$ cat config.mk
export PLATFORM = sky130hd
export DESIGN_NAME = acc_regfile_stk
export DESIGN_NICKNAME = d
export VERILOG_FILES = /design/src/rtl/acc_rf_pkg.sv /design/src/rtl/acc_regfile_stk_stack.sv /design/src/rtl/acc_regfile_stk.sv
export SDC_FILE = /design/constraint.sdc
export NUM_CORES = 1
export LEC_CHECK = 0
export CAP_MARGIN = 40
export CORE_MARGIN = 5
export CORE_UTILIZATION = 58
export CTS_CLUSTER_DIAMETER = 150
export DETAILED_ROUTE_END_ITERATION = 8
export HOLD_SLACK_MARGIN = 0.08
export PLACE_DENSITY_LB_ADDON = 0.12
export SYNTH_ARGS = -nofsm -noshare
export SYNTH_HDL_FRONTEND = slang
export SYNTH_SLANG_ARGS = --single-unit
$ cat constraint.sdc
create_clock -name clk -period 2.4 [get_ports clk]
set_input_delay 0.48 -clock clk [delete_from_list [all_inputs] [get_ports clk]]
set_output_delay 0.48 -clock clk [all_outputs]
set_load 0.02 [all_outputs]
$ cat src/rtl/acc_rf_pkg.sv
// acc_rf_pkg: shared definitions for the accumulator register file.
//   - default data width and register count
//   - acc_ctrl operating-mode encodings
package acc_rf_pkg;

  localparam int unsigned ACC_RF_DATA_W = 8;
  localparam int unsigned ACC_RF_NREGS  = 8;

  typedef enum logic [2:0] {
    NOP    = 3'b000,
    ACC_RS = 3'b001,
    ACC_UN = 3'b010,
    CMP    = 3'b011,
    JMP    = 3'b100,
    STM    = 3'b101,
    LDM    = 3'b110,
    LDR    = 3'b111
  } acc_ctrl_e;

endpackage

$ cat src/rtl/acc_regfile_stk_stack.sv
// acc_stack: LIFO of accumulator save slots.
//   clk, rst_n    : clock, asynchronous active-low reset
//   acc_i         : current accumulator value (stored on push / swap)
//   push_i, pop_i : push, pop; both together swap acc with the top slot
//   top_o         : value of the top slot (0 when empty)
//   pop_valid_o   : accumulator should load top_o on this edge
//   full_o/empty_o: stack pointer at DEPTH / at 0
//   err_o         : sticky overflow/underflow, cleared only by reset
module acc_stack #(
  parameter  int unsigned DATA_W = 8,
  parameter  int unsigned DEPTH  = 4,
  localparam int unsigned SPW    = $clog2(DEPTH + 1)
) (
  input  logic              clk,
  input  logic              rst_n,
  input  logic [DATA_W-1:0] acc_i,
  input  logic              push_i,
  input  logic              pop_i,
  output logic [DATA_W-1:0] top_o,
  output logic              pop_valid_o,
  output logic              full_o,
  output logic              empty_o,
  output logic              err_o
);

  logic [DATA_W-1:0] slot_q [DEPTH];
  logic [DATA_W-1:0] slot_d [DEPTH];
  logic [SPW-1:0]    sp_q, sp_d;
  logic              err_q, err_d;

  assign full_o  = (sp_q == SPW'(DEPTH));
  assign empty_o = (sp_q == '0);
  assign err_o   = err_q;

  // Top slot is slot_q[sp-1]; decoded by compare to keep index widths exact.
  always_comb begin
    top_o = '0;
    for (int unsigned i = 0; i < DEPTH; i++) begin
      if (sp_q == SPW'(i + 1)) top_o = slot_q[i];
    end
  end

  always_comb begin
    slot_d      = slot_q;
    sp_d        = sp_q;
    err_d       = err_q;
    pop_valid_o = 1'b0;
    if (push_i && !pop_i) begin
      if (full_o) begin
        err_d = 1'b1;
      end else begin
        for (int unsigned i = 0; i < DEPTH; i++) begin
          if (sp_q == SPW'(i)) slot_d[i] = acc_i;
        end
        sp_d = sp_q + SPW'(1);
      end
    end else if (pop_i && !push_i) begin
      if (empty_o) begin
        err_d = 1'b1;
      end else begin
        sp_d        = sp_q - SPW'(1);
        pop_valid_o = 1'b1;
      end
    end else if (push_i && pop_i) begin
      // Swap: top slot takes acc, acc takes old top, sp unchanged.
      if (empty_o) begin
        err_d = 1'b1;
      end else begin
        for (int unsigned i = 0; i < DEPTH; i++) begin
          if (sp_q == SPW'(i + 1)) slot_d[i] = acc_i;
        end
        pop_valid_o = 1'b1;
      end
    end
  end

  always_ff @(posedge clk or negedge rst_n) begin
    if (!rst_n) begin
      slot_q <= '{default: '0};
      sp_q   <= '0;
      err_q  <= 1'b0;
    end else begin
      slot_q <= slot_d;
      sp_q   <= sp_d;
      err_q  <= err_d;
    end
  end

endmodule

$ cat src/rtl/acc_regfile_stk.sv
// acc_regfile_stk: general register file (r0 reads 0) plus accumulator
// with a hardware save/restore stack.
//   clk, rst_n      : clock, asynchronous active-low reset
//   wen, acc_ctrl   : write enable and operating mode
//   ra1, ra2        : read addresses (ra1 is also the LDR write address)
//   wd3             : write data for rf (LDR) or acc (other modes)
//   acc_push/pop    : accumulator stack push / pop (both = swap)
//   rd1, rd2        : combinational read data per mode
//   acc_q           : current accumulator
//   stk_full/empty/err : stack flags
module acc_regfile_stk
  import acc_rf_pkg::*;
#(
  parameter  int unsigned DATA_W      = ACC_RF_DATA_W,
  parameter  int unsigned NREGS       = ACC_RF_NREGS,
  parameter  int unsigned STACK_DEPTH = 4,
  localparam int unsigned AW          = $clog2(NREGS)
) (
  input  logic              clk,
  input  logic              rst_n,
  input  logic              wen,
  input  logic [2:0]        acc_ctrl,
  input  logic [AW-1:0]     ra1,
  input  logic [AW-1:0]     ra2,
  input  logic [DATA_W-1:0] wd3,
  input  logic              acc_push,
  input  logic              acc_pop,
  output logic [DATA_W-1:0] rd1,
  output logic [DATA_W-1:0] rd2,
  output logic [DATA_W-1:0] acc_q,
  output logic              stk_full,
  output logic              stk_empty,
  output logic              stk_err
);

  acc_ctrl_e         mode;
  logic [DATA_W-1:0] rf_q [NREGS];
  logic [DATA_W-1:0] rf_d [NREGS];
  logic [DATA_W-1:0] acc_d;
  logic [DATA_W-1:0] stk_top;
  logic              stk_pop_valid;
  logic [DATA_W-1:0] rf1, rf2;

  assign mode = acc_ctrl_e'(acc_ctrl);

  acc_stack #(
    .DATA_W (DATA_W),
    .DEPTH  (STACK_DEPTH)
  ) u_stack (
    .clk         (clk),
    .rst_n       (rst_n),
    .acc_i       (acc_q),
    .push_i      (acc_push),
    .pop_i       (acc_pop),
    .top_o       (stk_top),
    .pop_valid_o (stk_pop_valid),
    .full_o      (stk_full),
    .empty_o     (stk_empty),
    .err_o       (stk_err)
  );

  always_comb begin
    rf_d = rf_q;
    if (wen && (mode == LDR) && (ra1 != '0)) rf_d[ra1] = wd3;
  end

  // An explicit accumulator write wins over a pop/swap load.
  always_comb begin
    acc_d = acc_q;
    if (stk_pop_valid)        acc_d = stk_top;
    if (wen && (mode != LDR)) acc_d = wd3;
  end

  always_comb begin
    rf1 = (ra1 == '0) ? '0 : rf_q[ra1];
    rf2 = (ra2 == '0) ? '0 : rf_q[ra2];
    rd1 = '0;
    rd2 = '0;
    case (mode)
      ACC_RS: begin
        rd1 = acc_q;
        rd2 = rf2;
      end
      ACC_UN, STM: rd2 = acc_q;
      CMP, JMP: begin
        rd1 = rf1;
        rd2 = rf2;
      end
      default: ;
    endcase
  end

  always_ff @(posedge clk or negedge rst_n) begin
    if (!rst_n) begin
      rf_q  <= '{default: '0};
      acc_q <= '0;
    end else begin
      rf_q  <= rf_d;
      acc_q <= acc_d;
    end
  end

endmodule

==> impl_metrics.py <==
metrics = {
    "final_layout": {
        "fin_area_um2": 7240,
        "diodes": 0,
        "syn_to_final_growth_pct": 23.2,
        "nNetsFinal": 633,
        "drive_gt1_share_pct": 36.9,
    },
    "cts": {
        "cts_max_level": 3,
        "numCtsBuffers": 9,
        "clock_latency_ps": 400,
        "cts_tree": "done",
        "root_buffer": "clkbuf_8",
        "clock_path_buffers": 2,
        "clock-sinks": 108,
        "cts.clk_slew.worst_paths_ps": 90,
    },
    "yosys": {
        "synth-seq-area-share_pct": 46.0,
        "synth_edf_count": 0,
        "synth.top_cell.area_share_pct": 46.0,
        "postSynthAreaPerCell_um2": 11.3,
        "synth.area.top_cells": "dfrtp_1 46%, mux2_2 18%, mux2i_1 5.6%",
        "ys_warn_count": 0,
        "ys.flop_type": "dfrtp_1",
        "syn_nets": 549,
        "synth_area_leader_cell": "dfrtp_1",
        "postSynthRegisterBits": 108,
        "synthArstFlopShare_pct": 100,
        "synth_area_um2": 5880,
        "synth_cells": 521,
        "synthDistinctLibCells": 49,
    },
    "timing": {
        "fin_skew_ps": 6.33,
        "slew_violations": 0,
        "fin_crit_sh_pct": 97.7,
        "slew_headroom_pct": 61.4,
        "setup_viol": 0,
        "worst_slew_pin_slew_ps": 577,
        "finalCriticalPeriod_ps": 2340,
        "hold_violations": 0,
        "max_freq_mhz": 427,
    },
    "route": {
        "route.vias.total": 4444,
        "ant_nets": 0,
        "avgRoutedWirePerCell_um": 19.8,
        "vias_per_cell": 5.98,
        "dr.pass1.iters": 4,
        "wl_um": 14700,
        "drc": 0,
        "drt_iter0_markers": 242,
    },
    "floorplan": {
        "die_w_um": 111,
        "die_h_um": 111,
        "core_um2": 9820,
        "dieArea_um2": 12200,
        "start_util_pct": 59.8,
        "ios": 49,
        "num_rows": 36,
    },
    "global_route": {
        "grt_max_degree": 64,
        "grt_overflow_total": 0,
        "antenna_found_initial": 0,
        "grt_pass1_vias": 4757,
        "grt.total_usage_pct": 25.0,
        "grt_pass1_wl_um": 24400,
    },
    "setup_path": {
        "crit_arrival_ps": 1860,
        "cp_max_fo": 12,
        "cp_data_required_time_ps": 1920,
        "setup.worst_path.class": "in2out",
        "start_kind": "input pin",
        "endpoint_kind": "output port",
    },
    "place": {
        "place_congestion": 0.958,
        "placed_area_um2": 6890,
        "dpl.hpwl_um": 11000,
        "port_buffers": 48,
    },
    "flow_run": {
        "maxCapViolCount": 0,
    },
    "pwr": {
        "combPwrFrac_pct": 34.9,
        "p_seq_share_pct": 45.3,
        "switching_power_mw": 2.11,
        "cellLeakagePower_nw": 3.27,
        "p_per_area_nw_per_um2": 823,
        "irDropWorstVdd_v": 0.000638,
        "internal_power_mw": 3.85,
        "power_mw": 5.96,
        "pwr-share-clk_pct": 19.8,
        "switching_share_pct": 35.4,
    },
    "status": {
        "status": "completed",
    },
    "min_path": {
        "hold_class": "reg2reg",
    },
}
==> sequential cells by signal (all words and copies together) (netlist names) <==
register,count
u_stack.err_o,1
acc_q,8
rf_q,64
u_stack.sp_q,3
u_stack.slot_q,32
==> layer usage <==
layer | GRT usage [%] | part of all wire [%] | up-vias
li1 | - | - | 2093
met2 | 43.4 | 52 | 120
met5 | 0 | 0 | -
met1 | 29.3 | 41 | 2196
met3 | 5.79 | 4.9 | 35
met4 | 11.2 | 2.7 | 0
==> layout make-up <==
type                    instances  area [um2]
multi-input cells             364        3100
flip-flops and latches        108        2700
fillers                       713        2580
repair buffers                108        1010
well taps                     133         166
clock buffers                  10         128
clock inverters                 6        82.6
inverters                      14        52.6
==> cells by family (layout without fill, tap and decap cells) <==
family | after synthesis | count (layout) | share of synthesized area, %
multiplexers | 129 | 129 | 24.2
buffers and inverters | 49 | 138 | 3.49
AO/OA/AOI/OAI | 116 | 116 | 14.1
flip-flops | 108 | 108 | 46.0
adder cells (fa/ha/maj) | 6 | 6 | 1.28
XOR/XNOR | 1 | 1 | 0.149
AND/OR/NAND/NOR | 112 | 112 | 10.7
==> critical path, cell delays in order <==
cell	delay, ps
dlygate4sd2_1	280
buf_6	150
buf_12	140
nor2b_1	90
o21ai_0	70
and3_1	190
o31ai_1	250
buf_2	210
==> synthesized netlist by cell type (8+ instances only) <==
library cell / instances
nand2_1: 36
buf_2: 11
mux2_2: 95
dfrtp_1: 108
a221o_1: 9
nor2b_1: 11
o31ai_1: 9
mux2i_1: 33
a21oi_1: 14
nor2_1: 12
clkbuf_1: 20
o21ai_0: 24
a22oi_1: 24
nand2b_1: 21
inv_1: 13
a32o_1: 8
==> cells in the final DEF (no fill, tap or decap), types with 2 or more instances in the layout <==
cell type / instances
a21o_1: 4
buf_12: 10
buf_2: 9
clkbuf_2: 2
and3_1: 7
a32o_2: 2
nand3b_1: 5
nor2b_1: 10
nand2_1: 35
mux2i_1: 33
o2111ai_1: 7
dfrtp_1: 108
a32o_1: 6
a21oi_1: 12
a31oi_1: 7
o31ai_1: 3
a21boi_2: 2
a32oi_1: 2
clkbuf_8: 9
ha_1: 6
clkdlybuf4s50_1: 20
o31ai_4: 3
nand2b_1: 21
buf_4: 49
dlygate4sd2_1: 6
buf_6: 9
inv_1: 13
mux2_2: 95
a21oi_2: 3
a221o_1: 9
o21ai_0: 24
a22oi_1: 18
o31ai_2: 3
a22oi_2: 6
nand3_1: 3
nor2_2: 4
nor2_1: 11
==> final timing paths <==
check,from,endpoint,slack (ps),depth (start not counted)
worst max-delay path,ra1[2],rd1[6],60,8
worst min-delay path,rf_q[63],rf_q[63],380,0
worst max register to register,u_stack.sp_q[1],u_stack.slot_q[28],340,7
worst min register to register,rf_q[63],rf_q[63],380,0
max in group asynchronous,rst_n,rf_q[46],1190,3
min in group asynchronous,rst_n,u_stack.slot_q[10],530,2
==> what timing repair did <==
item,in CTS,in global routing
gates cloned,0,0
setup buffers,4,0
endpoints found under the hold margin,26,0
pin swaps,5,2
resized for setup,120,13
setup endpoints to repair,18,12
hold buffers,1,0
==> through the flow <==
stage | setup TNS (ps) | util, % | setup slack, ps | hold WS (ps) | std cells
final | 0 | 73.7 | 55.9 | 382 | 743
after global routing | -39.3 | 73.7 | -39.3 | 400 | 743
after CTS | 0 | 73.4 | 19.4 | 388 | 743
after detailed placement | -11400 | 70.1 | -750 | 366 | 722
after global placement | -11030 | 70.1 | -706 | 366 | 722
after floorplan | 0 | - | 22.4 | 184 | 521
==> power groups by stage <==
stage          logic, mW  registers, mW  clock network (mW)
6_report            2.08           2.70                1.18
5_1_grt             2.28           2.75                1.27
4_1_cts             2.08           2.68                1.21
3_5_place_dp        2.07           2.71                   0
3_3_place_gp        1.99           2.67                   0
2_1_floorplan       1.39           2.61                   0
(Power assumes the default switching activity.)
